File: config.mk
export PLATFORM = sky130hd
export DESIGN_NAME = rsp_fifo_ctl
export DESIGN_NICKNAME = d
export VERILOG_FILES = /design/src/rtl/rsp_fifo_ctl.sv
export SDC_FILE = /design/constraint.sdc
export NUM_CORES = 1
export LEC_CHECK = 0
export BUFFER_PORTS_ARGS = -buffer_cell sky130_fd_sc_hd__buf_4
export CAP_MARGIN = 20
export CORE_MARGIN = 2
export CORE_UTILIZATION = 60
export DETAILED_ROUTE_END_ITERATION = 8
export PLACE_DENSITY = 0.79
export SYNTH_ARGS = -nofsm -noshare
export SYNTH_HDL_FRONTEND = slang
export SYNTH_SLANG_ARGS = --single-unit
File: constraint.sdc
create_clock -name clk -period 7.1 [get_ports clk]
set_input_delay 0.71 -clock clk [delete_from_list [all_inputs] [get_ports clk]]
set_output_delay 0.71 -clock clk [all_outputs]
set_load 0.01 [all_outputs]
File: src/rtl/rsp_fifo_ctl.sv
// First-word-fall-through response FIFO toward the RV core, with registered
// occupancy flags and sticky write-side protocol error reporting.
module rsp_fifo_ctl #(
  parameter  int DATA_WIDTH = 64,
  parameter  int DEPTH      = 8,
  parameter  int AFULL_TH   = 6,
  localparam int PTR_W      = $clog2(DEPTH)
) (
  input  logic                  clk,
  input  logic                  rst,
  input  logic                  rsp_fifo_wr_en,
  input  logic [DATA_WIDTH-1:0] rsp_fifo_wr_data,
  output logic                  rsp_fifo_full,
  output logic                  rsp_fifo_afull,
  output logic [PTR_W:0]        rsp_fifo_cnt,
  output logic                  rv_rsp_vld,
  output logic [DATA_WIDTH-1:0] rv_rsp_data,
  input  logic                  rv_rsp_rdy,
  output logic                  ovf_err,
  output logic                  udf_err,
  input  logic                  err_clr
);

  localparam logic [PTR_W:0] CNT_FULL  = (PTR_W+1)'(DEPTH);
  localparam logic [PTR_W:0] CNT_AFULL = (PTR_W+1)'(AFULL_TH);

  logic [DATA_WIDTH-1:0] mem_q [DEPTH];

  logic [PTR_W:0] wr_ptr_q, wr_ptr_d;
  logic [PTR_W:0] rd_ptr_q, rd_ptr_d;
  logic [PTR_W:0] cnt_q, cnt_d;
  logic           full_q, full_d;
  logic           afull_q, afull_d;
  logic           ovf_q, ovf_d;
  logic           udf_q, udf_d;

  logic push, pop, ptr_empty;

  // Push is gated by the registered full flag, so a push offered in the
  // cycle a full FIFO pops is still refused.
  assign push      = rsp_fifo_wr_en & ~full_q;
  assign pop       = rv_rsp_vld & rv_rsp_rdy;
  assign ptr_empty = (wr_ptr_q == rd_ptr_q);

  always_comb begin
    wr_ptr_d = wr_ptr_q;
    rd_ptr_d = rd_ptr_q;
    cnt_d    = cnt_q;
    if (push) wr_ptr_d = wr_ptr_q + 1'b1;
    if (pop)  rd_ptr_d = rd_ptr_q + 1'b1;
    case ({push, pop})
      2'b10:   cnt_d = cnt_q + 1'b1;
      2'b01:   cnt_d = cnt_q - 1'b1;
      default: cnt_d = cnt_q;
    endcase
    full_d  = (cnt_d == CNT_FULL);
    afull_d = (cnt_d >= CNT_AFULL);
    // Set has priority over a coincident clear.
    ovf_d   = (ovf_q & ~err_clr) | (rsp_fifo_wr_en & full_q);
    udf_d   = (udf_q & ~err_clr) | (pop & ptr_empty);
  end

  always_ff @(posedge clk) begin
    if (rst) begin
      wr_ptr_q <= '0;
      rd_ptr_q <= '0;
      cnt_q    <= '0;
      full_q   <= 1'b0;
      afull_q  <= 1'b0;
      ovf_q    <= 1'b0;
      udf_q    <= 1'b0;
    end else begin
      wr_ptr_q <= wr_ptr_d;
      rd_ptr_q <= rd_ptr_d;
      cnt_q    <= cnt_d;
      full_q   <= full_d;
      afull_q  <= afull_d;
      ovf_q    <= ovf_d;
      udf_q    <= udf_d;
    end
  end

  // Storage carries no reset; stale words are never visible past the pointers.
  always_ff @(posedge clk) begin
    if (push && !rst) mem_q[wr_ptr_q[PTR_W-1:0]] <= rsp_fifo_wr_data;
  end

  assign rv_rsp_vld     = (cnt_q != '0);
  assign rv_rsp_data    = rv_rsp_vld ? mem_q[rd_ptr_q[PTR_W-1:0]] : '0;
  assign rsp_fifo_cnt   = cnt_q;
  assign rsp_fifo_full  = full_q;
  assign rsp_fifo_afull = afull_q;
  assign ovf_err        = ovf_q;
  assign udf_err        = udf_q;

endmodule

==> results.yml <==
synthesis:
  async_flop_share_pct: 0
  synth_nets: 993
  syn_inst: 920
  yosysTopAreaCell: "edfxtp_1"
  syn_area_um2: 20280
  ys.flop_type: "edfxtp_1"
  ys_top_cells_by_area: "edfxtp_1 76%, mux4_2 14%, mux2i_1 3.4%, dfxtp_1 1.9%, nor2_1 1.6%"
  synth.avg_cell_area_um2: 22.04
  yosysWarnings: 0
  ys_types: 32
  ys_ff_latch: 531
  yosysSeqAreaShare_pct: 77.69
  synth_top_area_share_pct: 75.82
  synth-edff-count: 512
critical_path:
  start_kind: "register"
  r2r_start: "rsp_fifo_cnt[1]"
  crit_family: "flip-flops"
  required_ns: 6.39
  cp_max_fo: 88
  critPathArrivalTime_ns: 3.37
  path_class: "reg -> out"
  worstPathCellList: "buf_12, mux4_2, mux2i_1, nor2_1, buf_4"
  cp_num_buf_inv: 2
  slowest_stage: "dfxtp_4"
  r2r-end: "rsp_fifo_full"
  endpoint_kind: "output pin"
  cpPeakStageDelay_ns: 0.90
  rr_worst_depth: 10
  r2r_slack_ns: 3.75
global_routing:
  grt_pass1_vias: 9912
  antenna_found_initial: 1
  grtUsageTotal_pct: 22.43
  grt_max_degree: 89
  grt_overflow_total: 0
  grt_pass1_wl_mm: 58.79
sta:
  clock_skew_ns: 0.01191
  worst_slew_pin_slew_ns: 1.105
  drv_slew: 0
  fin_crit_sh_pct: 57.41
  max_freq_ghz: 0.2453
  period_minus_slack_ns: 4.076
  setup_tns_ns: 0
  grt_setup_unrepaired: "false"
  relSlewSlack_pct: 26.36
  finalHoldViolCount: 0
  setup-violations-final: 0
clock_network:
  clock_path_buffers: 3
  cts-resized-gates: 0
  cts_inserted_buffers: 51
  clock_latency_ns: 0.54
  cts_tree: "yes"
  clockRootBuffer: "clkbuf_16"
  cts_hold_buf: 0
  h-tree-depth: 2
  cts.sinks: 531
  path_clk_slew_ns: 0.06
  postCtsSetupRepairBufs: 0
finish:
  final_cell_mix: "512 x edfxtp_1, 158 x buf_4, 128 x mux4_2"
  synthToLayoutAreaGrowth_pct: 16.51
  layout-drive-gt1-share_pct: 33.57
  fin_area_um2: 23630
  final_nets: 1157
  nFillCells: 2017
  final_common_cell: "edfxtp_1"
placement:
  gp_congestion: 0.7281
  dpl_cell_area_um2: 21910
  port_buffers: 141
  place_hpwl_mm: 19.57
floorplan:
  coreArea_um2: 33450
  die_w_um: 187.8
  rows: 67
  die_h_um: 187.8
  die_area_um2: 35280
  io_pins: 142
  start_util_pct: 60.63
min_path:
  hold_path_class: "in -> reg"
  holdPathStages: 1
  whs_endpoint: "mem_q[1][22]"
  hp-start: "rsp_fifo_wr_data[22]"
run_status:
  outcome: "completed"
route:
  drt_first_pass_iters: 5
  vias_per_cell: 5.979
  drt-total-wl_mm: 38.59
  drt_iter0_drc: 800
  num_vias: 9417
  post_drt_wl_per_cell_um: 24.50
  drc_errors: 0
  antenna_left: 0
pwr:
  p_per_area_nw_per_um2: 346.1
  vdd_drop_max_mv: 1.007
  leakagePower_nw: 7.593
job:
  maxCapViolCount: 0
area by class of cell:
| type | count | area (um2) | area share, % |
|---|---|---|---|
| clock buffer | 64 | 1378 | 5.831 |
| inverter | 4 | 15.01 | 0.06355 |
| antenna | 1 | 2.502 | 0.01059 |
| clock inverter | 31 | 331.6 | 1.403 |
| multi-input combinational | 336 | 4347 | 18.40 |
| sequential | 531 | 15770 | 66.73 |
| timing repair buffer | 160 | 1226 | 5.190 |
| tap | 448 | 560.5 | 2.373 |
worst max path at each step:
stage | startpoint | endpoint | slack [ns] | cells past startpoint
after floorplan | rsp_fifo_wr_en | mem_q[0][0] | 0.83 | 4
after global placement | register | rv_rsp_data[58] | 3.56 | 5
after detailed placement | register | rv_rsp_data[4] | 3.56 | 5
after CTS | register | rv_rsp_data[4] | 2.98 | 5
after global routing | register | rv_rsp_data[58] | 2.77 | 5
final | register | rv_rsp_data[58] | 3.02 | 5
state kept, by name (all words and copies together) (netlist names), named ones only:
signal	flops
mem_q	512
rsp_fifo_full	1
wr_ptr_q	4
rd_ptr_q	4
ovf_err	1
rsp_fifo_afull	1
udf_err	1
rsp_fifo_cnt	4
per-layer routing:
layer  global-route usage, %  vias up  part of all wire (%)
li1                        -     4107                     -
met1                   31.51     4902                    41
met2                   37.41      342                    50
met3                   3.631       66                   6.8
met4                   6.118        0                   2.2
met5                       0        -                     0
Yosys cell counts (all sizes together) (2+ instances only):
cell type and n:
nor2 88, edfxtp 512, nor4 2, ha 4
nor3b 2, dfxtp 19, nand2b 2, nand2 6
xnor2 2, inv 4, nor3 2, buf 25
a21oi 2, mux2i 68, nand4 2, nor2b 5
xor2 11, clkbuf 24, mux4 128, a22oi 2
or3 2, a31oi 2
cell families (layout without fill, tap and decap cells):
family,after synthesis,count (layout),share of synthesized area [%]
compound gates,9,9,0.3208
xor+xnor,13,13,0.5615
fa+ha+maj,4,4,0.2468
buf+inv,53,259,1.142
flops,531,531,77.69
mux,196,196,17.57
other cells,0,1,0
simple gates,114,114,2.462
stage by stage:
step / total power, mW / utilization, % / instances / hold WS [ns] / worst slack (ns)
floorplan: 4.776 / - / 920 / 0.4967 / 0.8277
global placement: 5.522 / 65.46 / 1478 / 0.4880 / 3.562
detailed placement: 5.554 / 65.52 / 1479 / 0.4921 / 3.564
CTS: 8.267 / 70.63 / 1574 / 0.3767 / 2.983
global route: 8.503 / 70.63 / 1574 / 0.3745 / 2.768
finish: 8.177 / 70.64 / 1575 / 0.3907 / 3.024
report_power, final:
part / switching, mW / leakage [nW] / internal [mW]
clock network: 1.09 / 0.827 / 1.63
registers: 0.109 / 4.78 / 3.55
logic: 0.936 / 1.98 / 0.862
Power figures use the tool's default switching activity.
